### src/rtl/seg_scan_reader.sv
// seg_scan_reader: recovers hex digits from a multiplexed active-low 7-seg bus.
// Optional SEG_SYNC_EN adds a 2-flop synchronizer on S and AN.
module seg_scan_reader #(
  parameter int DIGITS = 3,
  parameter int STABLE = 4
) (
  input  logic                clk,
  input  logic                reset_n,
  input  logic [6:0]          S,
  input  logic [DIGITS-1:0]   AN,
  output logic [4*DIGITS-1:0] D_OUT,
  output logic                VALID,
  output logic                BAD,
  output logic                BUSY
);

  localparam logic [1:0] IDLE   = 2'd0;
  localparam logic [1:0] SETTLE = 2'd1;
  localparam logic [1:0] HOLD   = 2'd2;
  localparam logic [7:0] STB    = 8'(STABLE);
  localparam bit         ONE    = (STABLE == 1);

  logic [6:0]          s_in;
  logic [DIGITS-1:0]   an_in;

`ifdef SEG_SYNC_EN
  logic [6:0]          s_m, s_q;
  logic [DIGITS-1:0]   an_m, an_q;

  always_ff @(posedge clk) begin
    if (!reset_n) begin
      s_m  <= '1;
      s_q  <= '1;
      an_m <= '1;
      an_q <= '1;
    end else begin
      s_m  <= S;
      s_q  <= s_m;
      an_m <= AN;
      an_q <= an_m;
    end
  end

  assign s_in  = s_q;
  assign an_in = an_q;
`else
  assign s_in  = S;
  assign an_in = AN;
`endif

  logic [1:0]          st, st_n;
  logic [7:0]          cnt, cnt_n;
  logic [6:0]          s_smp;
  logic [DIGITS-1:0]   an_smp;
  logic [DIGITS-1:0]   inv;
  logic                sel, same, cap;
  logic [3:0]          nib;
  logic                nib_bad;
  logic [DIGITS-1:0]   mask, mask_n;
  logic [4*DIGITS-1:0] stg, stg_n;
  logic                fbad, fbad_n;
  logic                full;

  // one-hot test on the inverted strobes: exactly one digit selected
  assign inv  = ~an_in;
  assign sel  = (inv != '0) && ((inv & (inv - DIGITS'(1))) == '0);
  assign same = (s_in == s_smp) && (an_in == an_smp);
  assign full = &mask;
  assign BUSY = (|mask) & ~full;

  always_comb begin
    nib     = 4'h0;
    nib_bad = 1'b0;
    unique case (s_in)
      7'h40: nib = 4'h0;
      7'h79: nib = 4'h1;
      7'h24: nib = 4'h2;
      7'h30: nib = 4'h3;
      7'h19: nib = 4'h4;
      7'h12: nib = 4'h5;
      7'h02: nib = 4'h6;
      7'h78: nib = 4'h7;
      7'h00: nib = 4'h8;
      7'h18: nib = 4'h9;
      7'h08: nib = 4'hA;
      7'h03: nib = 4'hB;
      7'h46: nib = 4'hC;
      7'h21: nib = 4'hD;
      7'h06: nib = 4'hE;
      7'h0E: nib = 4'hF;
      default: nib_bad = 1'b1;
    endcase
  end

  always_comb begin
    st_n  = st;
    cnt_n = cnt;
    cap   = 1'b0;
    unique case (st)
      SETTLE: begin
        cnt_n = same ? cnt + 8'd1 : 8'd1;
        if (!sel) begin
          cnt_n = '0;
          st_n  = IDLE;
        end else if (cnt_n >= STB) begin
          cap  = 1'b1;
          st_n = HOLD;
        end
      end
      HOLD: begin
        if (!same) begin
          cnt_n = sel ? 8'd1 : 8'd0;
          cap   = sel & ONE;
          st_n  = !sel ? IDLE : (ONE ? HOLD : SETTLE);
        end
      end
      default: begin
        cnt_n = sel ? 8'd1 : 8'd0;
        cap   = sel & ONE;
        st_n  = !sel ? IDLE : (ONE ? HOLD : SETTLE);
      end
    endcase
  end

  // a completing frame is cleared first, so a same-cycle capture opens the next one
  always_comb begin
    mask_n = full ? '0 : mask;
    stg_n  = full ? '0 : stg;
    fbad_n = full ? 1'b0 : fbad;
    if (cap && ((mask_n & inv) == '0)) begin
      mask_n = mask_n | inv;
      fbad_n = fbad_n | nib_bad;
      for (int k = 0; k < DIGITS; k++) begin
        if (inv[k]) stg_n[4*k +: 4] = nib_bad ? 4'h0 : nib;
      end
    end
  end

  always_ff @(posedge clk) begin
    if (!reset_n) begin
      st     <= IDLE;
      cnt    <= '0;
      s_smp  <= '1;
      an_smp <= '1;
      mask   <= '0;
      stg    <= '0;
      fbad   <= 1'b0;
      D_OUT  <= '0;
      VALID  <= 1'b0;
      BAD    <= 1'b0;
    end else begin
      st     <= st_n;
      cnt    <= cnt_n;
      s_smp  <= s_in;
      an_smp <= an_in;
      mask   <= mask_n;
      stg    <= stg_n;
      fbad   <= fbad_n;
      VALID  <= full;
      if (full) begin
        D_OUT <= stg;
        BAD   <= fbad;
      end
    end
  end

endmodule
### config.mk
export PLATFORM = sky130hd
export DESIGN_NAME = seg_scan_reader
export DESIGN_NICKNAME = d
export VERILOG_FILES = /design/src/rtl/seg_scan_reader.sv
export SDC_FILE = /design/constraint.sdc
export NUM_CORES = 1
export LEC_CHECK = 0
export ABC_AREA = 0
export BUFFER_PORTS_ARGS = -buffer_cell sky130_fd_sc_hd__buf_2
export CORE_MARGIN = 5
export CORE_UTILIZATION = 40
export CTS_CLUSTER_SIZE = 16
export DETAILED_ROUTE_END_ITERATION = 10
export GPL_TIMING_DRIVEN = 0
export PLACE_DENSITY_LB_ADDON = 0.1
export SLEW_MARGIN = 40
export SYNTH_ARGS = -nofsm -noshare
export SYNTH_HDL_FRONTEND = slang
export SYNTH_SLANG_ARGS = --single-unit
### constraint.sdc
create_clock -name clk -period 3.3 [get_ports clk]
set_input_delay 0.66 -clock clk [delete_from_list [all_inputs] [get_ports clk]]
set_output_delay 0.66 -clock clk [all_outputs]
set_load 0.01 [all_outputs]
=== Word level (Yosys, flattened, before mapping) ===
Index checks and enable logic that the tools add are counted.
W data, S select, Z words.

* Register bits after elaboration: 50
* Input bits: 12
* Output and inout port bits: 15
* Word-level logic and storage cells: 77

* Add/subtract/negate cells: 2
* Order comparisons: 1
* Equal/unequal tests: 21
* Multiplexer cells: 25
* Bitwise gates (word level): 7
* Reduce and logical (&&, ||, !) cells: 11

{| class="wikitable"
|+ Operators with widths
! operator !! count
|-
| $pmux W4 S15 || 1
|-
| $eq A7 B7 Y1 const B || 4
|-
| $mux W12 || 2
|-
| $mux W8 || 3
|-
| $eq A7 B5 Y1 const B || 3
|-
| $eq A7 B6 Y1 const B || 3
|-
| $mux W4 || 4
|-
| $pmux W8 S2 || 1
|-
| $reduce_or A16 Y1 || 1
|-
| $eq A7 B2 Y1 const B || 2
|-
| $eq A7 B4 Y1 const B || 2
|-
| $add A8 B1 Y8 const B || 1
|-
| $ge A8 B3 Y1 const B || 1
|-
| $mux W1 || 8
|-
| $eq A7 B3 Y1 const B || 1
|-
| $eq A7 B7 Y1 || 1
|-
| $logic_not A7 Y1 || 1
|-
| $and A3 B3 Y3 || 2
|-
| $logic_not A3 Y1 || 2
|-
| $mux W2 || 3
|-
| $mux W3 || 2
|-
| $pmux W2 S2 || 1
|-
| $eq A3 B3 Y1 || 1
|-
| $logic_and A1 B1 Y1 || 3
|-
| other kinds (14) || 14
|}

=== Logic depth before layout (Yosys ltp) ===
Gate-level depths: netlist (run 1).

* Word-level depth: 9
* Mapped depth: 7
* Depth with buffers taken out: 6

=== Worst setup path after synthesis (run 1) ===
No wires, ideal clock.

* Path type: input-to-reg
* Start point: input port S[6]
* End point: register stg[0]
* Library setup time: 0.072 ns
* Arrival time: 2.053 ns
* Required time: 3.228 ns
* Slack: 1.175 ns
* Cell stages on the path: 6
* Path buffers: 1
* Cells stage by stage: buf_2 -> xor2_1 -> nor4_4 -> nand4_4 -> nor4_4 -> mux2i_1

* Cells in the longest elaborated chain, start to end: 9
* Elaborated cells on any way between the ends: 29
* Classes of those cells: order compare (1); eq/ne (16); mux (8); reduce/logical (4)

{| class="wikitable"
|+ RTL lines
! element !! RTL line !! source
|-
| start, declared || 9 || <nowiki>input logic [6:0] S,</nowiki>
|-
| $eq A7 B7 Y1 || 67 || <nowiki>assign same = (s_in == s_smp) && (an_in == an_smp);</nowiki>
|-
| $logic_and A1 B1 Y1 || 67 ||
|-
| $mux W8 || 101 || <nowiki>cnt_n = same ? cnt + 8'd1 : 8'd1;</nowiki>
|-
| $ge A8 B3 Y1 || 105 || <nowiki>end else if (cnt_n >= STB) begin</nowiki>
|-
| $mux W1 || 105 ||
|-
| $mux W1 || 102 || <nowiki>if (!sel) begin</nowiki>
|-
| $mux W1 || -- ||
|-
| $logic_and A1 B1 Y1 || 130 || <nowiki>if (cap && ((mask_n & inv) == '0)) begin</nowiki>
|-
| $mux W12 (*) || 130 ||
|-
| end signal, assigned || 157 || <nowiki>stg <= stg_n;</nowiki>
|-
| end, declared || 60 || <nowiki>logic [4*DIGITS-1:0] stg, stg_n;</nowiki>
|}

Mark *: on every way between the ends. The rest lies on a longest branch, timed or not.
A chain may end at the register's enable or synchronous reset.

=== Worst setup path in the final report (run 1) ===
* Start point: register mask[1]
* End point: output port BUSY

* Cells in the longest elaborated chain, start to end: 3
* Elaborated cells on any way between the ends: 4
* Classes of those cells: bitwise (2); reduce/logical (2)

{| class="wikitable"
|+ RTL lines
! element !! RTL line !! source
|-
| start, declared || 59 || <nowiki>logic [DIGITS-1:0] mask, mask_n;</nowiki>
|-
| start signal, assigned || 156 || <nowiki>mask <= mask_n;</nowiki>
|-
| $reduce_and A3 Y1 || 68 || <nowiki>assign full = &mask;</nowiki>
|-
| $not A1 Y1 || 69 || <nowiki>assign BUSY = (|mask) & ~full;</nowiki>
|-
| $and A1 B1 Y1 (*) || 69 ||
|-
| end, declared || 14 || <nowiki>output logic BUSY</nowiki>
|}

Marked as above.

==> flow_metrics.py, run 1 <==
metrics = {
    "synth": {
        "synthesis.nets": 317,
        "postSynth.topFlopCell": "sky130_fd_sc_hd__dfxtp_1",
        "sequential_share_of_the_synthesized_area_pct": 38.04,
        "ys_ff_latch": 50,
        "syn_area_per_cell_um2": 8.656,
        "synth-warning-count": 0,
        "synth_area_um2": 2631,
        "asyncSetResetFlopFracSynth_pct": 0,
        "postSynthCellCount": 304,
        "post-synth-top-area-fraction_pct": 38.04,
        "synth_area_leaders": "sky130_fd_sc_hd__dfxtp_1 38%, sky130_fd_sc_hd__nand2_1 7.7%, sky130_fd_sc_hd__mux2i_1 4.9%",
        "yosysUniqueCellTypes": 63,
        "synth_enable_flop_cells": 0,
        "synth_top_cell_by_area": "sky130_fd_sc_hd__dfxtp_1",
    },
    "power_and_ir_drop": {
        "power.density_nw_per_um2": 401.7,
        "worst_ir_drop_vdd_v": 0.0002665,
        "cellLeakagePower_nw": 1.085,
        "p_total_mw": 1.181,
    },
    "grt": {
        "globalRouteOverflowTotal": 0,
        "grt_pass1_wl_um": 10320,
        "grt_start_max_net_pins": 18,
        "grtUsageTotal_pct": 14.86,
        "vias_in_the_first_global_route": 2082,
        "antenna_violations_before_repair": 0,
    },
    "die": {
        "fp.dieArea_um2": 8300,
        "floorplan.initialDensity_pct": 41.20,
        "die-height_um": 91.11,
        "core-area_um2": 6386,
        "x_dimension_of_the_die_um": 91.11,
        "top_level_ports": 27,
        "row_count": 29,
    },
    "finish": {
        "mostFrequentLayoutCells": "54 x sky130_fd_sc_hd__nand2_1, 50 x sky130_fd_sc_hd__dfxtp_1, 30 x sky130_fd_sc_hd__buf_2",
        "post-route-util_pct": 46.02,
        "leading_cell_type_in_the_layout_fill_and_taps_excluded": "sky130_fd_sc_hd__nand2_1",
        "final_layout_size_suffix_gt1_share_pct": 18.13,
        "nNetsFinal": 343,
        "final_design_area_no_fill_um2": 2939,
        "finalNonFillerCells": 408,
        "synthToLayoutAreaGrowth_pct": 11.70,
        "antenna_cells_inserted": 0,
    },
    "run_status": {
        "outcome": "finished clean",
    },
    "worst_hold_path": {
        "whs_path_depth": 2,
        "hold_class": "reg2reg",
    },
    "clocking": {
        "clock-sinks": 50,
        "clock_path_buffers": 2,
        "root_buffer": "sky130_fd_sc_hd__clkbuf_8",
        "cts-buffers-inserted": 5,
        "cts_setup_buffers": 0,
        "insertion_delay_ns": 0.30,
        "cts_resized": 0,
        "tritoncts": "yes",
        "clk_pin_slew_worst_paths_ns": 0.10,
        "cts-htree-levels": 2,
        "hold_buffers": 0,
    },
    "sta": {
        "setup_viol": 0,
        "slew_viol_final": 0,
        "final.hold.worst_slack_ns": 0.4568,
        "worst-slew-pin-transition_ns": 0.6195,
        "finalClockSkew_ns": 0.007810,
        "timing.fmax_ghz": 0.4086,
        "final_period_minus_worst_setup_slack_ns": 2.448,
        "rsz0062_at_grt": "no",
        "fin_setup_tns_ns": 0,
        "final_critical_path_share_of_the_clock_period_pct": 74.17,
        "relSlewSlack_pct": 58.12,
        "fin_ws_ns": 0.8524,
        "finalHoldViolCount": 0,
    },
    "critical_path": {
        "setup.worst_path.class": "reg2out",
        "critPathRequiredTime_ns": 2.64,
        "cp_max_fo": 10,
        "worst_setup_start_kind": "flip-flop",
        "endpoint_kind": "output pin",
        "critical_path_arrival_ns": 1.79,
        "worst-r2r-cell-count": 6,
    },
    "place": {
        "place_congestion": 0.8646,
        "port_buffers": 19,
        "placedCellCount": 400,
        "pre_cts_ws_ns": 0.8620,
        "placed_cell_area_um2": 2823,
        "dp.final_hpwl_um": 4329,
    },
    "detailed_routing": {
        "avgViaCountPerCell": 5.324,
        "dr_total_vias": 2172,
        "drt.antenna.violating_nets": 0,
        "detailed_route_iter0_violations": 101,
        "detail_route.first_pass.iterations": 4,
        "drt_wl_total_um": 5816,
        "drc": 0,
        "route.detailed.wl_per_inst_um": 14.25,
    },
    "flow_run": {
        "cap_violations": 0,
    },
}
## sequential cells by signal (all words and copies together), names as in the netlist
signal and flops:
s_smp 7, VALID 1, st 2, cnt 8, mask 3, BAD 1
stg 12, fbad 1, D_OUT 12, an_smp 3
## layer usage
layer | global-route usage, % | wire, um
met1 | 20.85 | 2860
met2 | 23.26 | 2723
met5 | 0 | 0
met3 | 2.645 | 182
met4 | 4.401 | 50
## worst paths after layout
path	start	slack (ns)	to
setup / recovery	mask[1]	0.85	BUSY
setup reg to reg	cnt[0]	1.16	stg[1]
hold reg to reg	D_OUT[9]	0.46	D_OUT[9]
hold / removal	D_OUT[9]	0.46	D_OUT[9]
## kinds of logic (layout without fill, tap and decap cells)
group / Yosys count / in the layout / share of synthesized area, %
AO/OA/AOI/OAI: 57 / 57 / 14.65
XOR/XNOR: 14 / 14 / 4.660
adder cells (fa/ha/maj): 1 / 1 / 0.4754
buffers and inverters: 24 / 51 / 4.707
flip-flops: 50 / 50 / 38.04
multiplexers: 15 / 15 / 5.896
AND/OR/NAND/NOR: 143 / 143 / 31.57
## cell usage after synthesis (2+ instances only)
master                     instances
sky130_fd_sc_hd__nand4_1           3
sky130_fd_sc_hd__o31ai_1           2
sky130_fd_sc_hd__nor4_1            6
sky130_fd_sc_hd__a21o_1            2
sky130_fd_sc_hd__nor2_1           16
sky130_fd_sc_hd__clkbuf_1          6
sky130_fd_sc_hd__buf_2            11
sky130_fd_sc_hd__o211ai_1          2
sky130_fd_sc_hd__xnor2_1           4
sky130_fd_sc_hd__a21oi_1          21
sky130_fd_sc_hd__mux2i_1          13
sky130_fd_sc_hd__o21ai_1           2
sky130_fd_sc_hd__nor3_1           11
sky130_fd_sc_hd__a311oi_1          2
sky130_fd_sc_hd__and3_1            6
sky130_fd_sc_hd__nor4_4            5
sky130_fd_sc_hd__nand3b_1          2
sky130_fd_sc_hd__nor4bb_1          2
sky130_fd_sc_hd__nand2_1          54
sky130_fd_sc_hd__nor2b_1           3
sky130_fd_sc_hd__nand2b_1         12
sky130_fd_sc_hd__nand3_1           6
sky130_fd_sc_hd__nor4b_1           2
sky130_fd_sc_hd__a21boi_0          3
sky130_fd_sc_hd__or3_1             2
sky130_fd_sc_hd__buf_4             2
sky130_fd_sc_hd__o21ai_0           6
sky130_fd_sc_hd__a31o_2            2
sky130_fd_sc_hd__dfxtp_1          50
sky130_fd_sc_hd__a22oi_1           2
sky130_fd_sc_hd__xor2_1           10
sky130_fd_sc_hd__o21a_1            3
## report_power, final
part,total (mW),internal [mW],switching (mW)
registers,0.616,0.611,0.00508
clock network,0.448,0.230,0.218
logic,0.116,0.0424,0.0738
total,1.18,0.884,0.297
## layout make-up
type / instances / area, um^2
clock buffer: 5 / 68.82
inverter: 3 / 11.26
fill: 656 / 3447
clock inverter: 3 / 47.55
timing repair buffer: 19 / 95.09
multi-input combinational: 230 / 1506
tap: 77 / 96.34
sequential: 50 / 1001
buffer: 21 / 112.6
## worst max-delay path, cell delays in order (launching register included)
cell                       delay (ns)
sky130_fd_sc_hd__dfxtp_1         0.42
sky130_fd_sc_hd__and3_2          0.20
sky130_fd_sc_hd__clkbuf_1        0.25
sky130_fd_sc_hd__clkbuf_1        0.38
sky130_fd_sc_hd__nor2_1          0.08
sky130_fd_sc_hd__buf_2           0.15
No activity file was read; power rests on OpenSTA's default activity.
==> run 2: changes to the inputs <==
Settings changed: ABC_AREA 0 to 1.
Clock period 3.3 ns to 2.4 ns, I/O delays scaled along.
==> flow_metrics.py, run 2 <==
metrics = {
    "synth": {
        "syn_area_per_cell_um2": 6.583,
        "synth_top_cell_by_area": "sky130_fd_sc_hd__dfxtp_1",
        "yosys.cell_count.top_type": "sky130_fd_sc_hd__nand2_1",
        "synth-warning-count": 0,
        "ys_ff_latch": 50,
        "postSynthCellCount": 394,
        "synthesis.nets": 407,
        "yosys.area_share.xor_xnor_pct": 2.026,
        "asyncSetResetFlopFracSynth_pct": 0,
        "synth_compound_gate_area_share_pct": 9.407,
        "synthAdderAreaFrac_pct": 0.4824,
        "synthMuxAreaShare_pct": 0,
        "post-synth-top-area-fraction_pct": 38.59,
        "sequential_share_of_the_synthesized_area_pct": 38.59,
        "netlist_top_cells_count": "126 x sky130_fd_sc_hd__nand2_1, 50 x sky130_fd_sc_hd__dfxtp_1, 43 x sky130_fd_sc_hd__nor2_1",
        "postSynth.topFlopCell": "sky130_fd_sc_hd__dfxtp_1",
        "synth_enable_flop_cells": 0,
        "synth_area_um2": 2594,
        "yosysUniqueCellTypes": 35,
        "post_synth_and_or_nand_nor_area_fraction_pct": 40.28,
        "synth_area_leaders": "sky130_fd_sc_hd__dfxtp_1 39%, sky130_fd_sc_hd__nand2_1 18%, sky130_fd_sc_hd__nor2_1 6.2%",
        "dominant_combinational_cell_family_by_area_after_synthesis": "simple AND/OR/NAND/NOR gates",
    },
    "detailed_routing": {
        "wirelength_met1_um": 2918,
        "detailed_route_iter0_violations": 104,
        "avgViaCountPerCell": 4.931,
        "dr_total_vias": 2485,
        "detailroute.wirelength.met3_um": 291,
        "wl_met2_um": 2703,
        "detail_route.first_pass.iterations": 4,
        "drt.antenna.violating_nets": 0,
        "drc": 0,
        "top_layer": "met4",
        "drt_wl_total_um": 5968,
        "route.detailed.wl_per_inst_um": 11.84,
    },
    "die": {
        "top_level_ports": 27,
        "fp.dieArea_um2": 8195,
        "core-area_um2": 6314,
        "x_dimension_of_the_die_um": 90.53,
        "floorplan.initialDensity_pct": 41.08,
        "row_count": 29,
        "die-height_um": 90.53,
    },
    "power_and_ir_drop": {
        "switching_share_pct": 26.64,
        "power.internal_mw": 1.090,
        "power.density_nw_per_um2": 511.0,
        "share_seq_of_total_power_pct": 57.1,
        "total_switching_power_mw": 0.3957,
        "p_total_mw": 1.485,
        "cellLeakagePower_nw": 1.300,
        "worst_ir_drop_vdd_v": 0.0003118,
        "share_comb_of_total_power_pct": 9.1,
        "power_frac_clock_pct": 33.9,
    },
    "critical_path": {
        "critical_path.reg2reg.endpoint": "stg[3]",
        "regToRegSetupSlack_ns": 0.25,
        "worst_path_largest_cell_delay_ns": 0.42,
        "crit_path_cell_trace": "ha_1 > nand2_1 > nor2_1 > nand2_1 > nand2_1 > nand2_1 > o31ai_2 > nand3_2 > buf_2 > nand4_1 > nand2_1 > nor2_1",
        "cp_max_fo": 10,
        "largest_delay_contributor_family_on_the_critical_path": "simple AND/OR/NAND/NOR gates",
        "cpMostUsedCell": "sky130_fd_sc_hd__nand2_1",
        "endpoint_kind": "flip-flop",
        "critical_path_arrival_ns": 2.40,
        "timing.rr.start": "cnt[1]",
        "setup.worst_path.class": "reg2reg",
        "crit_path_top_delay_cell": "sky130_fd_sc_hd__dfxtp_1",
        "critPathRequiredTime_ns": 2.65,
        "critical_path_buf_inv_count": 1,
        "worst_setup_start_kind": "flip-flop",
        "worst-r2r-cell-count": 12,
    },
    "grt": {
        "grtUsageTotal_pct": 14.77,
        "antenna_violations_before_repair": 0,
        "grt_start_max_net_pins": 17,
        "vias_in_the_first_global_route": 2201,
        "grt_pass1_wl_um": 10320,
        "globalRouteOverflowTotal": 0,
    },
    "finish": {
        "leading_cell_type_in_the_layout_fill_and_taps_excluded": "sky130_fd_sc_hd__nand2_1",
        "mostFrequentLayoutCells": "126 x sky130_fd_sc_hd__nand2_1, 49 x sky130_fd_sc_hd__dfxtp_1, 43 x sky130_fd_sc_hd__nor2_1",
        "antenna_cells_inserted": 0,
        "final_layout_size_suffix_gt1_share_pct": 13.35,
        "synthToLayoutAreaGrowth_pct": 12.06,
        "final_design_area_no_fill_um2": 2907,
        "layout_top_registers": "D_OUT: 12 flops, stg: 12 flops, cnt: 8 flops",
        "post-route-util_pct": 46.04,
        "nNetsFinal": 439,
    },
    "sta": {
        "fin_setup_tns_ns": 0,
        "slew_viol_final": 0,
        "relSlewSlack_pct": 62.06,
        "final_critical_path_share_of_the_clock_period_pct": 89.52,
        "timing.fmax_ghz": 0.4655,
        "rsz0062_at_grt": "no",
        "finalHoldViolCount": 0,
        "worst-slew-pin-transition_ns": 0.5691,
        "final_period_minus_worst_setup_slack_ns": 2.148,
        "finalClockSkew_ns": 0.01036,
        "setup_viol": 0,
    },
    "clocking": {
        "root_buffer": "sky130_fd_sc_hd__clkbuf_8",
        "clock-sinks": 50,
        "cts_setup_buffers": 0,
        "tritoncts": "yes",
        "cts_resized": 0,
        "clock_path_buffers": 2,
        "clk_pin_slew_worst_paths_ns": 0.10,
        "insertion_delay_ns": 0.31,
        "cts-buffers-inserted": 5,
        "hold_buffers": 0,
        "cts-htree-levels": 2,
    },
    "worst_hold_path": {
        "whs_endpoint": "s_smp[0]",
        "whs_path_depth": 3,
        "min_delay_src": "S[0]",
        "hold_class": "in2reg",
    },
    "run_status": {
        "outcome": "finished clean",
    },
    "place": {
        "place_congestion": 0.8149,
        "port_buffers": 25,
        "dp.final_hpwl_um": 4513,
        "placed_cell_area_um2": 2815,
    },
    "flow_run": {
        "cap_violations": 0,
    },
}
==> run 2: changes by cell type after synthesis, sizes merged, moves of 4 or more <==
| cell | change |
|---|---|
| a21boi | -4 |
| nor3 | -6 |
| nand3 | +28 |
| nand2 | +71 |
| nor4 | -10 |
| nand4 | +12 |
| buf | -9 |
| a21oi | +6 |
| xor2 | -9 |
| and3 | -7 |
| nand2b | -12 |
| nor2 | +29 |
| inv | +46 |
| mux2i | -14 |
==> run 2: worst max path at each step <==
stage            from  endpoint  slack (ns)  cells after the start
6_report       cnt[1]    stg[3]        0.25                     12
5_1_grt        cnt[1]    stg[3]        0.04                     12
4_1_cts        cnt[0]    stg[3]        0.15                     12
3_5_place_dp     S[1]    stg[3]       0.009                     12
3_3_place_gp     S[1]    stg[3]        0.02                     12
2_1_floorplan    S[5]   stg[11]        0.57                     11
==> run 2: metrics by stage <==
| step | hold slack (ns) | setup slack, ns | instances |
|---|---|---|---|
| 2_1_floorplan | 0.4395 | 0.5656 | 394 |
| 3_3_place_gp | 0.4496 | 0.01978 | 496 |
| 3_5_place_dp | 0.4519 | 0.009259 | 496 |
| 4_1_cts | 0.4323 | 0.1484 | 504 |
| 5_1_grt | 0.4594 | 0.03777 | 504 |
| 6_report | 0.4343 | 0.2516 | 504 |
==> run 2: cell type report <==
cell class | count | area (um^2)
clock buffers | 5 | 68.82
plain buffers | 12 | 55.05
clock inverters | 3 | 21.27
repair buffers | 25 | 125.1
inverters | 49 | 183.9
multi-input cells | 283 | 1354
flip-flops and latches | 50 | 1002
well taps | 77 | 96.34
fillers | 699 | 3407
==> run 2: kinds of logic (layout without fill, tap and decap cells) <==
logic type / count (synthesis) / count (layout)
AO/OA/AOI/OAI: 43 / 43
XOR/XNOR: 6 / 6
adder cells (fa/ha/maj): 1 / 1
buffers and inverters: 61 / 94
flip-flops: 50 / 50
AND/OR/NAND/NOR: 233 / 233
==> run 2: tightest hold or removal path: stages <==
cell and delay (ns):
sky130_fd_sc_hd__buf_2 0.12, sky130_fd_sc_hd__inv_1 0.06, sky130_fd_sc_hd__nand2_1 0.05
==> run 2: power by group through the flow <==
stage / clock network, mW / registers [mW] / logic [mW]
2_1_floorplan: 0 / 0.866 / 0.0927
3_3_place_gp: 0 / 0.867 / 0.133
3_5_place_dp: 0 / 0.867 / 0.135
4_1_cts: 0.516 / 0.848 / 0.136
5_1_grt: 0.559 / 0.850 / 0.155
6_report: 0.503 / 0.848 / 0.134
==> run 2: layer usage <==
layer / vias up / track usage [%]
li1: 1323 / -
met4: 0 / 3.350
met1: 1095 / 20.82
met2: 58 / 23.00
met3: 9 / 3.167
met5: - / 0
